## src/rtl/cop0_regfile_pkg.sv

```systemverilog
// CP0 shared definitions: register numbers, exception codes,
// Status/Cause field positions and the access FSM states.
package cop0_regfile_pkg;

  localparam logic [4:0] ADDR_BADVADDR = 5'd8;
  localparam logic [4:0] ADDR_COUNT    = 5'd9;
  localparam logic [4:0] ADDR_COMPARE  = 5'd11;
  localparam logic [4:0] ADDR_STATUS   = 5'd12;
  localparam logic [4:0] ADDR_CAUSE    = 5'd13;
  localparam logic [4:0] ADDR_EPC      = 5'd14;

  typedef enum logic [4:0] {
    EXC_INT  = 5'd0,
    EXC_MOD  = 5'd1,
    EXC_TLBL = 5'd2,
    EXC_TLBS = 5'd3,
    EXC_ADEL = 5'd4,
    EXC_ADES = 5'd5,
    EXC_IBE  = 5'd6,
    EXC_DBE  = 5'd7,
    EXC_SYS  = 5'd8,
    EXC_BP   = 5'd9,
    EXC_RI   = 5'd10,
    EXC_CPU  = 5'd11,
    EXC_OV   = 5'd12,
    EXC_TR   = 5'd13
  } exc_code_e;

  localparam int ST_IE     = 0;
  localparam int ST_EXL    = 1;
  localparam int ST_IM_LO  = 8;
  localparam int ST_BEV    = 22;

  localparam int CA_EXC_LO = 2;
  localparam int CA_IP_LO  = 8;
  localparam int CA_TI     = 30;
  localparam int CA_BD     = 31;

  typedef enum logic {
    S_IDLE = 1'b0,
    S_RESP = 1'b1
  } state_e;

endpackage

```

## src/rtl/cop0_timer.sv

```systemverilog
// CP0 Count/Compare timer with sticky TI.
// Present only when COP0_TIMER_EN is defined; otherwise ties off to 0.
module cop0_timer
  import cop0_regfile_pkg::*;
#(
  parameter int COUNT_DIV = 2
) (
  input  logic        clk,
  input  logic        resetn,
  input  logic        count_we,
  input  logic        compare_we,
  input  logic [31:0] wdata,
  output logic [31:0] count,
  output logic [31:0] compare,
  output logic        ti
);

`ifdef COP0_TIMER_EN
  logic        phase;
  logic        inc;
  logic [31:0] count_q;
  logic [31:0] compare_q;
  logic [31:0] count_nx;
  logic        ti_q;

  assign inc      = (COUNT_DIV == 1) || phase;
  assign count_nx = count_q + 32'd1;

  // divider, counter, compare and sticky match flag
  always_ff @(posedge clk or negedge resetn) begin
    if (!resetn) begin
      phase     <= 1'b0;
      count_q   <= '0;
      compare_q <= '0;
      ti_q      <= 1'b0;
    end else begin
      if (count_we) begin
        count_q <= wdata;
        phase   <= 1'b0;
      end else begin
        phase <= (COUNT_DIV == 1) ? 1'b0 : ~phase;
        if (inc) count_q <= count_nx;
      end
      if (compare_we) begin
        compare_q <= wdata;
        ti_q      <= 1'b0;
      end else if (inc && !count_we
                   && count_nx == compare_q) begin
        ti_q <= 1'b1;
      end
    end
  end

  assign count   = count_q;
  assign compare = compare_q;
  assign ti      = ti_q;
`else
  logic unused_tmr;

  assign unused_tmr = ^{clk, resetn, count_we,
                        compare_we, wdata}
                      ^ (COUNT_DIV == 1);
  assign count   = '0;
  assign compare = '0;
  assign ti      = 1'b0;
`endif

endmodule

```

## src/rtl/cop0_regfile.sv

```systemverilog
// MIPS CP0 register file with MFC0/MTC0 handshake, exception/ERET
// state and interrupt request. Timer optional via COP0_TIMER_EN.
module cop0_regfile
  import cop0_regfile_pkg::*;
#(
  parameter int COUNT_DIV = 2
) (
  input  logic        clk,
  input  logic        resetn,
  input  logic        req_valid,
  output logic        req_ready,
  input  logic        req_write,
  input  logic [4:0]  req_addr,
  input  logic [2:0]  req_sel,
  input  logic [31:0] req_wdata,
  output logic        resp_valid,
  input  logic        resp_ready,
  output logic [31:0] resp_rdata,
  input  logic        exc_valid,
  input  logic [4:0]  exc_code,
  input  logic [31:0] exc_pc,
  input  logic        exc_in_delay,
  input  logic [31:0] exc_badvaddr,
  input  logic        exc_badvaddr_valid,
  input  logic        eret_valid,
  output logic [31:0] epc,
  input  logic [5:0]  hw_int,
  output logic        int_pending,
  output logic        status_exl
);

  state_e      state;
  logic [31:0] rdata_q;

  logic [7:0]  im;
  logic        ie;
  logic        exl;
  logic        bd;
  exc_code_e   exc_q;
  logic [1:0]  ip_sw;
  logic [5:0]  hw_q;
  logic [31:0] epc_q;
  logic [31:0] bva_q;

  logic [31:0] count;
  logic [31:0] compare;
  logic        ti;

  logic        sel0;
  logic        hit_bva;
  logic        hit_count;
  logic        hit_cmp;
  logic        hit_status;
  logic        hit_cause;
  logic        hit_epc;
  logic        accept;
  logic        wr;
  logic        wr_status;
  logic        wr_cause;
  logic        wr_epc;
  logic [7:0]  ip;
  logic [31:0] status_rd;
  logic [31:0] cause_rd;
  logic [31:0] rd_mux;

  assign sel0       = (req_sel == 3'd0);
  assign hit_bva    = sel0 && req_addr == ADDR_BADVADDR;
  assign hit_count  = sel0 && req_addr == ADDR_COUNT;
  assign hit_cmp    = sel0 && req_addr == ADDR_COMPARE;
  assign hit_status = sel0 && req_addr == ADDR_STATUS;
  assign hit_cause  = sel0 && req_addr == ADDR_CAUSE;
  assign hit_epc    = sel0 && req_addr == ADDR_EPC;

  assign accept    = req_valid && state == S_IDLE;
  assign wr        = accept && req_write;
  assign wr_status = wr && hit_status;
  assign wr_cause  = wr && hit_cause;
  assign wr_epc    = wr && hit_epc;

  assign ip = {hw_q[5] | ti, hw_q[4:0], ip_sw};

  cop0_timer #(
    .COUNT_DIV (COUNT_DIV)
  ) u_timer (
    .clk        (clk),
    .resetn     (resetn),
    .count_we   (wr && hit_count),
    .compare_we (wr && hit_cmp),
    .wdata      (req_wdata),
    .count      (count),
    .compare    (compare),
    .ti         (ti)
  );

  // assemble Status/Cause views and select the MFC0 source
  always_comb begin
    status_rd = '0;
    status_rd[ST_BEV] = 1'b1;
    status_rd[ST_IM_LO +: 8] = im;
    status_rd[ST_EXL] = exl;
    status_rd[ST_IE] = ie;
    cause_rd = '0;
    cause_rd[CA_BD] = bd;
    cause_rd[CA_TI] = ti;
    cause_rd[CA_IP_LO +: 8] = ip;
    cause_rd[CA_EXC_LO +: 5] = exc_q;
    rd_mux = '0;
    unique case (1'b1)
      hit_bva:    rd_mux = bva_q;
      hit_count:  rd_mux = count;
      hit_cmp:    rd_mux = compare;
      hit_status: rd_mux = status_rd;
      hit_cause:  rd_mux = cause_rd;
      hit_epc:    rd_mux = epc_q;
      default:    rd_mux = '0;
    endcase
  end

  // access handshake; read data captured at accept
  always_ff @(posedge clk or negedge resetn) begin
    if (!resetn) begin
      state   <= S_IDLE;
      rdata_q <= '0;
    end else begin
      unique case (state)
        S_IDLE: if (req_valid) begin
          state   <= S_RESP;
          rdata_q <= req_write ? '0 : rd_mux;
        end
        S_RESP: if (resp_ready) state <= S_IDLE;
        default: state <= S_IDLE;
      endcase
    end
  end

  // Status and Cause: exception beats ERET beats MTC0 on EXL
  always_ff @(posedge clk or negedge resetn) begin
    if (!resetn) begin
      im    <= '0;
      ie    <= 1'b0;
      exl   <= 1'b0;
      bd    <= 1'b0;
      exc_q <= EXC_INT;
      ip_sw <= '0;
      hw_q  <= '0;
    end else begin
      hw_q <= hw_int;
      if (wr_status) begin
        im <= req_wdata[ST_IM_LO +: 8];
        ie <= req_wdata[ST_IE];
      end
      if (wr_cause) ip_sw <= req_wdata[CA_IP_LO +: 2];
      if (exc_valid) begin
        exl   <= 1'b1;
        exc_q <= exc_code_e'(exc_code);
        if (!exl) bd <= exc_in_delay;
      end else if (eret_valid) begin
        exl <= 1'b0;
      end else if (wr_status) begin
        exl <= req_wdata[ST_EXL];
      end
    end
  end

  // EPC and BadVAddr; a nested exception keeps the first EPC
  always_ff @(posedge clk or negedge resetn) begin
    if (!resetn) begin
      epc_q <= '0;
      bva_q <= '0;
    end else begin
      if (exc_valid) begin
        if (!exl)
          epc_q <= exc_in_delay ? exc_pc - 32'd4 : exc_pc;
        if (exc_badvaddr_valid) bva_q <= exc_badvaddr;
      end else if (wr_epc) begin
        epc_q <= req_wdata;
      end
    end
  end

  assign req_ready   = (state == S_IDLE);
  assign resp_valid  = (state == S_RESP);
  assign resp_rdata  = rdata_q;
  assign epc         = epc_q;
  assign status_exl  = exl;
  assign int_pending = ie & ~exl & (|(im & ip));

endmodule

```

## config.mk

```make
export PLATFORM = sky130hd
export DESIGN_NAME = cop0_regfile
export DESIGN_NICKNAME = d
export VERILOG_FILES = /design/src/rtl/cop0_regfile_pkg.sv /design/src/rtl/cop0_timer.sv /design/src/rtl/cop0_regfile.sv
export SDC_FILE = /design/constraint.sdc
export NUM_CORES = 1
export LEC_CHECK = 0
export CORE_MARGIN = 4
export CORE_UTILIZATION = 35
export CTS_BUF_LIST = sky130_fd_sc_hd__clkbuf_16
export CTS_CLUSTER_DIAMETER = 120
export CTS_CLUSTER_SIZE = 8
export DETAILED_ROUTE_END_ITERATION = 7
export GPL_ROUTABILITY_DRIVEN = 0
export PLACE_DENSITY_LB_ADDON = 0.25
export SLEW_MARGIN = 10
export SYNTH_ARGS = -nofsm -noshare
export SYNTH_HDL_FRONTEND = slang
export SYNTH_SLANG_ARGS = --single-unit
export TNS_END_PERCENT = 30
```

## constraint.sdc

```tcl
create_clock -name clk -period 2.9 [get_ports clk]
set_clock_uncertainty 0.05 [all_clocks]
set_input_delay 0.725 -clock clk [delete_from_list [all_inputs] [get_ports clk]]
set_output_delay 0.725 -clock clk [all_outputs]
set_load 0.1 [all_outputs]
```

; Yosys cells after proc, flatten, opt, wreduce, memory -nomap -nowiden
; Cells that the tools add are included.
[op_classes]
n_addsub = 1
n_eq_ne = 5
muxes = 12
bitwise = 5
n_reduce_logical = 17
[op_table]
columns = op, n
row1 = two-way mux 32 bit, 5
row2 = one-hot mux 32 bit (4 select lines), 1
row3 = subtractor 32 x 3 -> 32 bit (second input constant), 1
row4 = equality test 5 x 4 -> 1 bit (second input constant), 4
row5 = logical AND 1 bit, 9
row6 = bitwise AND 8 bit, 1
row7 = AND reduction 2 bit, 4
row8 = OR reduction 8 bit, 1
row9 = two-way mux 1 bit, 5
row10 = zero test 3 bit, 1
row11 = nonzero test 3 bit, 1
row12 = bitwise AND 1 bit, 2
row13 = != test 2 bit (second input constant), 1
row14 = inverter 1 bit, 2
row15 = one-hot mux 1 bit (2 select lines), 1
row16 = nonzero test 2 bit, 1
[word_totals]
register_bits = 121
output_inout_bits = 68

; Depth between registers and ports, before layout
; Gate-level depths: netlist of the first run.
[depth]
depth_word = 7
depth_mapped = 8
mapped_depth_nobuf = 7

; By module
; A second synthesis of the first run with hierarchy kept.
[unflattened]
cells_unflattened = 715
hier_area_um2 = 7135.6
[by_module_without_submodules]
columns = mod, instances, cells_per_inst, area_per_inst_um2
row1 = cop0_regfile, 1, 649, 6643.9
row2 = cop0_timer, 1, 66, 491.7

; Least setup slack after synthesis of the first run
; OpenSTA, ideal clock, no wires.
[synth_path]
kind = register to output
startpoint = reg exl, in the netlist status_exl
endpoint = out int_pending
t_arrival_ps = 3216
setup_slack_ps = -1091
path_stages_with_launch = 2
path_cell_list = dfrtp_1 a311oi_1
[synth_via]
elab_chain_len = 3
[synth_lines]
columns = item, line_no
row1 = start: declaration, cop0_regfile.sv:37  ; logic exl;
row2 = start signal: assignment, cop0_regfile.sv:160  ; exl <= req_wdata[ST_EXL];
row3 = inverter 1 bit, cop0_regfile.sv:186  ; assign int_pending = ie & ~exl & (|(im & ip));
row4 = bitwise AND 1 bit (2 in a row), cop0_regfile.sv:186
row5 = end: declaration, cop0_regfile.sv:28  ; output logic int_pending,
; No other way between the ends.

; Worst setup path after layout of the first run
[layout_path]
startpoint = reg im[5]
endpoint = out int_pending
[layout_via]
elab_chain_len = 3
[layout_lines]
columns = item, line_no
row1 = start: declaration, cop0_regfile.sv:35  ; logic [7:0] im;
row2 = start signal: assignment, cop0_regfile.sv:149  ; im <= req_wdata[ST_IM_LO +: 8];
row3 = bitwise AND 8 bit, cop0_regfile.sv:186
row4 = OR reduction 8 bit, cop0_regfile.sv:186
row5 = bitwise AND 1 bit, cop0_regfile.sv:186
; No other way between the ends.

==> implementation parameters, run 1 <==
Parameter                              Value

Timing
  Setup repair after global routing missed its margin    false
  Final setup violation count    0
  Max-slew violation total from the final report    0
  Clock period minus final worst setup slack    around 2.7 ns
  Tcrit/Tclk final    approximately 93%
  Total Negative Setup Slacks    0 ns
  Final Hold Fails    0
  Worst Setup Slack, final    0.2175 ns
  Relative max-transition margin    58.09%
  Slew at the pin with the worst max-slew slack    roughly 0.63 ns
  Max Clock Freq    approximately 370 MHz

Cells and area
  Fin area    between 8000 and 9000 um2
  Antenna fix cells    0
  Number of nets at the end of the flow    about 900
  Sequential Area    3028 um2
  Multi-input gate area    around 2800 um2
  Share of cells above drive strength 1    26.79%
  Synth-to-Final Area Change    48.80%
  Final core area utilization    between 50% and 60%
  Filler cell count in the final layout    ~1500

CTS
  Setup bufs post-CTS    0
  Clock insertion delay at the later pin of the skew report    0.42 ns
  Count of hold-fix buffers inserted at cts    0
  H-tree levels    4
  TritonCTS Buffers    17
  Cells resized by post-CTS repair    0
  Maximum buffer depth of the clock tree    2
  Clock transition at the registers of the reported paths    0.05 ns
  Root buffer selected by CTS    clkbuf_16
  Clock tree from TritonCTS    built
  Num Clock Sinks    between 100 and 150

Setup path
  Top delay family on crit path    compound AO/OA/AOI/OAI gates
  Critical register-to-register path startpoint    resp_valid$_DFF_PN0_
  Req. time, crit path    between 2 and 2.5 ns
  CP max stage cell    dfrtp_1
  Worst endpoint data arrival time    1.91 ns
  Largest driver fanout on the critical path    3
  Critical path buffer and inverter count    1
  CP Cell Sequence    a22o_1, a221oi_1, a311oi_4, buf_4
  Crit path capture type    output port
  Startpoint type of the worst setup path    flop
  Setup Crit Path Kind    reg -> out
  Critical Path Start    im[5]$_DFFE_PN0P_
  Critical Path Max Stage Delay    slightly above 0.4 ns

Logic synthesis
  Total nets after synthesis    691
  Fraction of registers with async set/reset    100.0%
  Register bit count reported by yosys    roughly 120
  Number of synthesized flops with an enable pin    0
  Number of distinct standard cells referenced by the synthesized netlist    between 50 and 60
  Area share of the largest cell type after synthesis    between 50% and 60%
  Most repeated cell in the gate-level netlist after synthesis    dfrtp_1
  Most frequent cells after synthesis    dfrtp_1, o21ai_0, nand2_1
  Warnings, synthesis    0
  Fraction of the yosys area taken by sequential cells    50.62%
  Instance count of the mapped netlist    ~570
  Most area-consuming cells after synthesis    dfrtp_1, mux2_2, o21ai_0, nand2_1, mux2i_1
  Cell accounting for the most synthesized area    dfrtp_1
  Predominant post-synthesis flop cell    dfrtp_1
  Synthesized area divided by synthesized cell count    between 10 and 15 um2
  Netlist area before placement    5982 um2

Floorplanning
  # rows    47
  Width of the die    ~140 um
  Initial core utilization    35.94%
  I/O pin count    roughly 190
  Area of the core    approximately 17000 um2
  Die outline area    roughly 19000 um2
  Height of the die    roughly 140 um

Pwr
  Worst IR Drop VDD    between 300 and 400 uV
  Internal portion of total power    roughly 3.6 mW
  Power per Cell Area    around 610 nW/um2
  Clock network fraction of total power    37.2%
  Switching power total    roughly 1.8 mW
  Logic gate share of total power    approximately a quarter
  Switching part of the total power    approximately 33%
  Static leakage    3.892 nW
  Post-route total power    between 5 and 6 mW
  Register share of total power    37.1%

Detailed routing
  Post-detailed-route wirelength per cell    about 19 um
  Via-to-Cell Ratio    approximately 5.2
  Antenna violation net count after detailed routing    0
  Via count    about 5400
  Detailed Route WL    20.07 mm
  Number of remaining DRC errors    0
  Total iterations of the first detailed-routing run    5
  Drt first-iter violations    roughly 350

Global route
  Total routing usage reported by global routing    a little over a fifth
  First-pass GRT wire length    31.77 mm
  Total congestion overflow after global routing    0
  Largest net degree at the start of global routing    between 50 and 60
  Number of global-route vias before repair    5684
  Initial antenna violation count    1

Placed design
  Total cell area at the placement stage    between 8000 and 9000 um2
  Post-placement worst setup slack    -0.1716 ns
  Dpl hpwl    15.67 mm
  Number of buffers inserted by port buffering    around 190

Job
  # Max-Cap Violations    0

Status
  Status    complete, no violations

Min path
  Kind of path behind the tightest hold check    in -> async
[layout by cell type (no fill, tap or decap), drive strengths merged, types with 17 or more instances in the layout]
master	netlist	layout
nor2	24	24
nand2	61	61
mux2	48	48
mux2i	20	20
clkbuf	26	17
buf	9	126
clkdlybuf4s50	0	122
a22oi	23	23
dfrtp	121	121
o21ai	68	68
xnor2	17	17
a21oi	20	20
[kinds of logic (layout without fill, tap and decap cells)]
| group | count (synthesis) | count (layout) | share of synthesized area, % |
|---|---|---|---|
| and+or+nand+nor | 156 | 156 | 14.45 |
| AOI/OAI and AO/OA | 152 | 152 | 15.79 |
| DFF | 121 | 121 | 50.62 |
| muxes | 68 | 68 | 12.38 |
| buffers and inverters | 43 | 287 | 2.886 |
| xor gates and xnor gates | 25 | 25 | 3.660 |
| adders and majority gates | 1 | 1 | 0.2091 |
[routing by layer]
layer  up-vias  part of all wire, %  GRT usage [%]
met5         -                0.065              0
met4         2                  2.5          7.981
met3        36                  5.4          4.621
met2       197                   48          33.97
met1      2621                   44          27.60
li1       2535                    -              -
[layout make-up]
cell class                      count  share of cell area [%]
Clock buffer                       17                   4.779
Sequential cell                   121                   34.02
Tap cell                          220                   3.092
Timing Repair Buffer              248                   24.63
Clock inverter                     14                   1.574
Multi-Input combinational cell    402                   31.53
Inverter                            8                  0.3795
[state kept, by name (all words and copies together), names as in the netlist]
| name | count |
|---|---|
| resp_valid | 1 |
| resp_rdata | 32 |
| epc | 32 |
| bd | 1 |
| ip_sw | 2 |
| hw_q | 6 |
| bva_q | 32 |
| im | 8 |
| ie | 1 |
| exc_q | 5 |
| status_exl | 1 |
[worst reg2reg max path, cell delays in order (launching register included)]
cell,delay (ns)
dfrtp_1,0.44
nor4bb_1,0.47
buf_4,0.21
nand4_1,0.25
nand2_1,0.34
o21ai_0,0.14
o21ai_0,0.18
[power groups by stage]
stage	combinational (mW)	sequential [mW]	clock (mW)
floorplan	0.316	2.56	0
global placement	1.39	2.04	0
detailed placement	1.41	2.05	0
CTS	1.41	2.02	2.06
global route	1.47	2.04	2.12
finish	1.40	2.02	2.03
[worst paths after layout]
check	to	slack [ns]	cells after the start
max in group asynchronous	resp_rdata[14]$_DFFE_PN0P_	1.84	2
worst min-delay path	epc[13]$_DFFE_PN0P_	0.25	1
min in group clk	resp_rdata[10]$_DFFE_PN0P_	0.42	2
worst max-delay path	int_pending	0.22	4
worst min register to register	resp_rdata[10]$_DFFE_PN0P_	0.42	2
worst max register to register	epc[10]$_DFFE_PN0P_	0.73	6
[stage by stage]
| stage | cells | hold slack, ns |
|---|---|---|
| floorplan | 566 | 0.3794 |
| finish | 1030 | 0.2479 |
| detailed placement | 999 | 0.4228 |
| global placement | 999 | 0.4139 |
| CTS | 1030 | 0.2518 |
| global route | 1030 | 0.2850 |
Note: power is estimated with default switching activity, not from simulation.
==> inputs of run 2 (changes only) <==
--- a/config.mk
+++ b/config.mk
@@ -13,8 +13,10 @@
 export DETAILED_ROUTE_END_ITERATION = 7
 export GPL_ROUTABILITY_DRIVEN = 0
 export PLACE_DENSITY_LB_ADDON = 0.25
+export RECOVER_POWER = 100
 export SLEW_MARGIN = 10
 export SYNTH_ARGS = -nofsm -noshare
 export SYNTH_HDL_FRONTEND = slang
+export SYNTH_HIERARCHICAL = 1
 export SYNTH_SLANG_ARGS = --single-unit
 export TNS_END_PERCENT = 30
==> run 2 against run 1 <==
  * Die area increased by 18%
  * Highest routed layer is now met4
  * Sequential cell count unchanged
  * Largest power group is now sequential cells
  * Sequential power about the same
  * Total power decreased by 2.5%
  * Combinational power increased by 3%
  * Non-clock buffer count decreased by 7
  * Critical endpoint unchanged
  * Cell count increased by 17%
  * Register-to-register slack improved by 0.09 ns
  * Final area increased by 5.5%
==> implementation parameters, run 2 <==
Parameter                              Value

Logic synthesis
  Instance count of the mapped netlist    713 (was 566)
  Synthesized area divided by synthesized cell count    9.989 um2 (was 10.57 um2)
  Netlist area before placement    7122 um2 (was 5982 um2)
  Warnings, synthesis    6 (was 0)

Detailed routing
  Via-to-Cell Ratio    4.888 (was 5.234)
  Drt first-iter violations    325 (was 352)
  Total iterations of the first detailed-routing run    5 (unchanged)
  Via count    5885 (was 5391)
  Post-detailed-route wirelength per cell    18.22 um (was 19.49 um)
  Antenna violation net count after detailed routing    0 (unchanged)
  Detailed Route WL    21.94 mm (was 20.07 mm)
  Number of remaining DRC errors    0 (unchanged)

Floorplanning
  Die outline area    22690 um2 (was 19250 um2)
  Height of the die    150.6 um (was 138.7 um)
  Initial core utilization    36.12% (was 35.94%)
  # rows    51 (was 47)
  Width of the die    150.6 um (was 138.7 um)
  I/O pin count    192 (unchanged)
  Area of the core    19720 um2 (was 16640 um2)

Cells and area
  Leading cell type in the layout, fill and taps excluded    dfrtp_1 (was buf_4)
  Sequential Area    3028 um2 (unchanged)
  Share of cells above drive strength 1    14.80% (was 26.79%)
  Commonest non-fill, non-tap cells in the layout    dfrtp_1, clkdlybuf4s50_1, clkbuf_1, nand2_1, conb_1 (was buf_4, clkdlybuf4s50_1, dfrtp_1, o21ai_0, nand2_1)
  Synth-to-Final Area Change    31.90% (was 48.80%)
  Fin area    9394 um2 (was 8901 um2)
  Number of nets at the end of the flow    1053 (was 923)
  Multi-input gate area    3640 um2 (was 2806 um2)
  Antenna fix cells    0 (unchanged)
  Filler cell count in the final layout    1981 (was 1472)

Setup path
  CP Cell Sequence    a22o_1, a221oi_1, a311oi_4, buf_2 (was a22o_1, a221oi_1, a311oi_4, buf_4)
  Worst endpoint data arrival time    1.88 ns (was 1.91 ns)
  Startpoint type of the worst setup path    flop (unchanged)
  Top delay family on crit path    compound AO/OA/AOI/OAI gates (unchanged)
  Crit path capture type    output port (unchanged)
  Setup Crit Path Kind    reg -> out (unchanged)
  Req. time, crit path    2.12 ns (about the same)
  CP max stage cell    dfrtp_1 (unchanged)
  Critical path buffer and inverter count    1 (unchanged)
  Worst Reg2Reg Path Length in Cells    7 (was 6)
  Largest driver fanout on the critical path    3 (unchanged)
  Cell depth of the worst setup path    4 (unchanged)
  Critical Path Max Stage Delay    0.40 ns (was 0.41 ns)

Global route
  Number of global-route vias before repair    5874 (was 5684)
  Initial antenna violation count    0 (was 1)
  Largest net degree at the start of global routing    46 (was 59)
  Total routing usage reported by global routing    19.68% (was 20.95%)
  First-pass GRT wire length    33.99 mm (was 31.77 mm)
  Total congestion overflow after global routing    0 (unchanged)

CTS
  H-tree levels    4 (unchanged)
  Count of hold-fix buffers inserted at cts    0 (unchanged)
  Clock transition at the registers of the reported paths    0.05 ns (about the same)
  Clock insertion delay at the later pin of the skew report    0.41 ns (was 0.42 ns)
  Maximum buffer depth of the clock tree    2 (unchanged)
  Setup bufs post-CTS    0 (unchanged)
  Clock tree from TritonCTS    built (unchanged)
  Num Clock Sinks    121 (unchanged)
  Root buffer selected by CTS    clkbuf_16 (unchanged)
  TritonCTS Buffers    17 (unchanged)
  Cells resized by post-CTS repair    0 (unchanged)

Timing
  Slew at the pin with the worst max-slew slack    1.271 ns (was 0.6287 ns)
  Max Clock Freq    376.6 MHz (was 372.8 MHz)
  Tcrit/Tclk final    91.56% (was 92.50%)
  Max-slew violation total from the final report    0 (unchanged)
  Setup repair after global routing missed its margin    false (unchanged)
  Relative max-transition margin    15.60% (was 58.09%)
  Worst Hold Slack    0.4254 ns (was 0.2479 ns)
  Total Negative Setup Slacks    0 ns (unchanged)
  Clock period minus final worst setup slack    2.655 ns (was 2.683 ns)
  Final setup violation count    0 (unchanged)
  Final Hold Fails    0 (unchanged)

Pwr
  Power per Cell Area    565.9 nW/um2 (was 612.3 nW/um2)
  Post-route total power    5.316 mW (was 5.450 mW)
  Worst IR Drop VDD    269.5 uV (was 304.1 uV)
  Static leakage    3.890 nW (was 3.892 nW)

Min path
  Kind of path behind the tightest hold check    reg -> reg (was in -> async)
  Depth of the worst hold-timing path    2

Status
  Status    complete, no violations (unchanged)

Job
  # Max-Cap Violations    0 (unchanged)

Placed design
  Dpl hpwl    17.15 mm (was 15.67 mm)
  Total cell area at the placement stage    9201 um2 (was 8335 um2)
  Number of buffers inserted by port buffering    191 (unchanged)
-- run 2: worst paths after layout --
kind | slack (ns) | to | from
max in group asynchronous | 0.63 | bva_q[15]$_DFFE_PN0P_ | resetn
hold / removal | 0.43 | resp_rdata[14]$_DFFE_PN0P_ | resp_rdata[14]$_DFFE_PN0P_
setup / recovery | 0.24 | int_pending | im[6]$_DFFE_PN0P_
hold reg to reg | 0.43 | resp_rdata[14]$_DFFE_PN0P_ | resp_rdata[14]$_DFFE_PN0P_
min in group asynchronous | 0.49 | bva_q[20]$_DFFE_PN0P_ | resetn
setup reg to reg | 0.82 | epc[22]$_DFFE_PN0P_ | resp_valid$_DFF_PN0_
-- run 2: final cells by class --
class / count / area share [%]
Multi-Input combinational cell: 543 / 38.75
Sequential cell: 121 / 32.23
Timing Repair Buffer: 241 / 19.83
Clock buffer: 17 / 4.529
Tap cell: 265 / 3.530
Clock inverter: 13 / 0.9723
Inverter: 4 / 0.1598
-- run 2: worst register-to-register path: cells and delay by family, from the launching register on --
kind | cells | cell delay (ns)
AO/OA/AOI/OAI | 2 | 0.25
flip-flops | 1 | 0.41
AND/OR/NAND/NOR | 3 | 0.79
buffers and inverters | 2 | 0.49
-- run 2: through the flow --
stage	utilization, %	setup WS, ns	cells
after floorplan	-	0.2697	777
after global placement	46.67	0.04937	1174
after detailed placement	46.67	0.01824	1174
after CTS	49.29	0.2725	1204
after global routing	47.64	0.1417	1204
final	47.64	0.2447	1204
-- run 2: per-layer routing --
| layer | vias up | track usage (%) | routed length [um] |
|---|---|---|---|
| met4 | 0 | 6.346 | 459 |
| met3 | 26 | 4.184 | 1306 |
| li1 | 2909 | - | - |
| met1 | 2780 | 28.43 | 10410 |
| met2 | 170 | 29.45 | 9767 |
| met5 | - | 0 | 0 |
-- run 2: power by group --
part | internal [mW] | switching (mW)
sequential | 1.86 | 0.151
combinational | 0.416 | 1.02
clock | 1.14 | 0.729
==> inputs of run 3 (changes only) <==
--- a/config.mk
+++ b/config.mk
@@ -5,6 +5,7 @@
 export SDC_FILE = /design/constraint.sdc
 export NUM_CORES = 1
 export LEC_CHECK = 0
+export CORE_ASPECT_RATIO = 1.1
 export CORE_MARGIN = 4
 export CORE_UTILIZATION = 35
 export CTS_BUF_LIST = sky130_fd_sc_hd__clkbuf_16
==> run 3 against run 2 <==
  * The run now ends with max-capacitance violations, max-slew violations left
  * Count of clock-buffer cells in the layout stayed put
  * Critical path depth stayed put
  * Core utilization is 0.51 points lower
  * Cell count is 1.2% lower
  * Routed wire length is 1.4% lower
  * Largest power group is now clock
  * Largest cell class unchanged
  * Non-clock buffer count is 4 lower
  * Hold slack better by 0.0011 ns
  * First-iteration DRC count is 4.0% lower
  * Global-route usage is 0.47 points lower
  * Highest routed layer unchanged
  * Die area hardly changed
==> implementation parameters, run 3 (synthesized netlist as in run 2, its figures left out) <==
Parameter                              Value

Pwr
  Static leakage    3.874 nW (was 3.890 nW)
  Worst IR Drop VDD    331.5 uV (was 269.5 uV)
  Post-route total power    5.531 mW (was 5.316 mW)
  Power per Cell Area    588.8 nW/um2 (was 565.9 nW/um2)

Setup path
  Startpoint type of the worst setup path    flop (unchanged)
  Worst endpoint data arrival time    1.92 ns (was 1.88 ns)
  Req. time, crit path    2.12 ns (about the same)
  Largest driver fanout on the critical path    3 (unchanged)
  Terminus of the critical flop-to-flop path    epc[19]$_DFFE_PN0P_ (was epc[22]$_DFFE_PN0P_)
  Worst Setup EP    int_pending (unchanged)
  Critical register-to-register path startpoint    resp_valid$_DFF_PN0_ (unchanged)
  Crit path capture type    output port (unchanged)
  Setup Crit Path Kind    reg -> out (unchanged)
  Worst Reg2Reg Path Length in Cells    7 (unchanged)
  Critical Path Start    im[6]$_DFFE_PN0P_ (unchanged)
  Slack of the worst reg-to-reg path    0.78 ns (was 0.82 ns)

Floorplanning
  I/O pin count    192 (unchanged)
  Die outline area    22700 um2 (was 22690 um2)
  Height of the die    157.6 um (was 150.6 um)
  Area of the core    19930 um2 (was 19720 um2)
  Initial core utilization    35.73% (was 36.12%)
  # rows    54 (was 51)
  Width of the die    144.0 um (was 150.6 um)

Timing
  Relative max-transition margin    -44.66% (was 15.60%)
  Total Negative Setup Slacks    0 ns (unchanged)
  Max Clock Freq    370.6 MHz (was 376.6 MHz)
  Worst Setup Slack, final    0.2016 ns (was 0.2447 ns)
  Slew at the pin with the worst max-slew slack    2.170 ns (was 1.271 ns)
  Max-slew violation total from the final report    35 (was 0)
  Clock period minus final worst setup slack    2.698 ns (was 2.655 ns)
  Final Hold Fails    0 (unchanged)
  Tcrit/Tclk final    93.05% (was 91.56%)
  Setup repair after global routing missed its margin    false (unchanged)
  Final setup violation count    0 (unchanged)

Cells and area
  Final core area utilization    47.13% (was 47.64%)
  Commonest non-fill, non-tap cells in the layout    dfrtp_1, clkdlybuf4s50_1, clkbuf_1, nand2_1, conb_1 (unchanged)
  Fin area    9394 um2 (unchanged)
  Number of nets at the end of the flow    1049 (was 1053)
  Share of cells above drive strength 1    14.21% (was 14.80%)
  Synth-to-Final Area Change    31.90% (unchanged)
  Leading cell type in the layout, fill and taps excluded    dfrtp_1 (unchanged)

CTS
  H-tree levels    4 (unchanged)
  Setup bufs post-CTS    0 (unchanged)
  Clock insertion delay at the later pin of the skew report    0.41 ns (about the same)
  Num Clock Sinks    121 (unchanged)
  Clock transition at the registers of the reported paths    0.06 ns (was 0.05 ns)
  Cells resized by post-CTS repair    0 (unchanged)
  TritonCTS Buffers    17 (unchanged)
  Count of hold-fix buffers inserted at cts    0 (unchanged)
  Root buffer selected by CTS    clkbuf_16 (unchanged)
  Clock tree from TritonCTS    built (unchanged)
  Maximum buffer depth of the clock tree    2 (unchanged)

Min path
  Depth of the worst hold-timing path    2 (unchanged)
  Kind of path behind the tightest hold check    reg -> reg (unchanged)

Status
  Violated checks    max-capacitance violations, max-slew violations
  Status    finished, violations left (was complete, no violations)

Placed design
  Dpl hpwl    16.94 mm (was 17.15 mm)
  Number of buffers inserted by port buffering    191 (unchanged)
  Total cell area at the placement stage    9117 um2 (was 9201 um2)
  Post-placement worst setup slack    -0.03194 ns (was 0.01824 ns)

Detailed routing
  Drt first-iter violations    312 (was 325)
  Via-to-Cell Ratio    4.922 (was 4.888)
  Total iterations of the first detailed-routing run    5 (unchanged)
  Number of remaining DRC errors    0 (unchanged)
  Via count    5852 (was 5885)
  Detailed Route WL    21.62 mm (was 21.94 mm)
  Post-detailed-route wirelength per cell    18.19 um (was 18.22 um)
  Antenna violation net count after detailed routing    0 (unchanged)

Global route
  First-pass GRT wire length    33.13 mm (was 33.99 mm)
  Number of global-route vias before repair    5929 (was 5874)
  Initial antenna violation count    1 (was 0)
  Largest net degree at the start of global routing    49 (was 46)
  Total routing usage reported by global routing    19.21% (was 19.68%)
  Total congestion overflow after global routing    0 (unchanged)

Job
  # Max-Cap Violations    1 (was 0)
-- run 3: cell types whose count changed in the layout (fill, tap and decap cells not counted), moves of 2 or more --
cell | previous run | this run
buf_4 | 37 | 30
bufinv_16 | 1 | 3
clkbuf_1 | 69 | 76
clkbuf_2 | 10 | 7
clkinv_1 | 3 | 1
clkinv_4 | 0 | 3
-- run 3: area by class of cell --
type / count / area, um2
Timing Repair Buffer: 237 / 1804
Tap cell: 252 / 315.3
Sequential cell: 121 / 3028
Multi-Input combinational cell: 543 / 3645
Fill cell: 1958 / 10540
Clock buffer: 17 / 425.4
Clock inverter: 14 / 158.9
Inverter: 4 / 15.01
Antenna cell: 1 / 2.502
-- run 3: worst min-delay path by stage --
stage                                    start                          to  slack, ns
floorplan                               resetn              bd$_DFFE_PN0P_       0.38
finish              resp_rdata[30]$_DFFE_PN0P_  resp_rdata[30]$_DFFE_PN0P_       0.43
global route        resp_rdata[31]$_DFFE_PN0P_  resp_rdata[31]$_DFFE_PN0P_       0.46
global placement    resp_rdata[31]$_DFFE_PN0P_  resp_rdata[31]$_DFFE_PN0P_       0.42
detailed placement  resp_rdata[30]$_DFFE_PN0P_  resp_rdata[30]$_DFFE_PN0P_       0.42
CTS                                     resetn          epc[1]$_DFFE_PN0P_       0.24
-- run 3: layer usage --
metal	track usage, %	share of wire (%)	vias up
met5	0	0	-
met4	7.220	1.9	0
met3	4.018	5.9	20
met2	29.22	46	184
met1	26.95	47	2748
li1	-	-	2900
-- run 3: report_power, final --
part           total [mW]  switching, mW  internal (mW)
sequential           2.00          0.146           1.85
clock                2.10          0.764           1.33
combinational        1.43           1.02          0.412
total                5.53           1.93           3.60
-- run 3: stage by stage --
step           hold slack [ns]  cells
2_1_floorplan           0.3794    777
3_3_place_gp            0.4154   1157
3_5_place_dp            0.4235   1157
4_1_cts                 0.2374   1188
5_1_grt                 0.4639   1189
6_report                0.4265   1189
-- run 3: critical path, stage by stage (launching register included) --
cell and delay (ns):
dfrtp_1 0.40, a22o_1 0.24, a221oi_1 0.41, a311oi_4 0.15, clkbuf_4 0.31
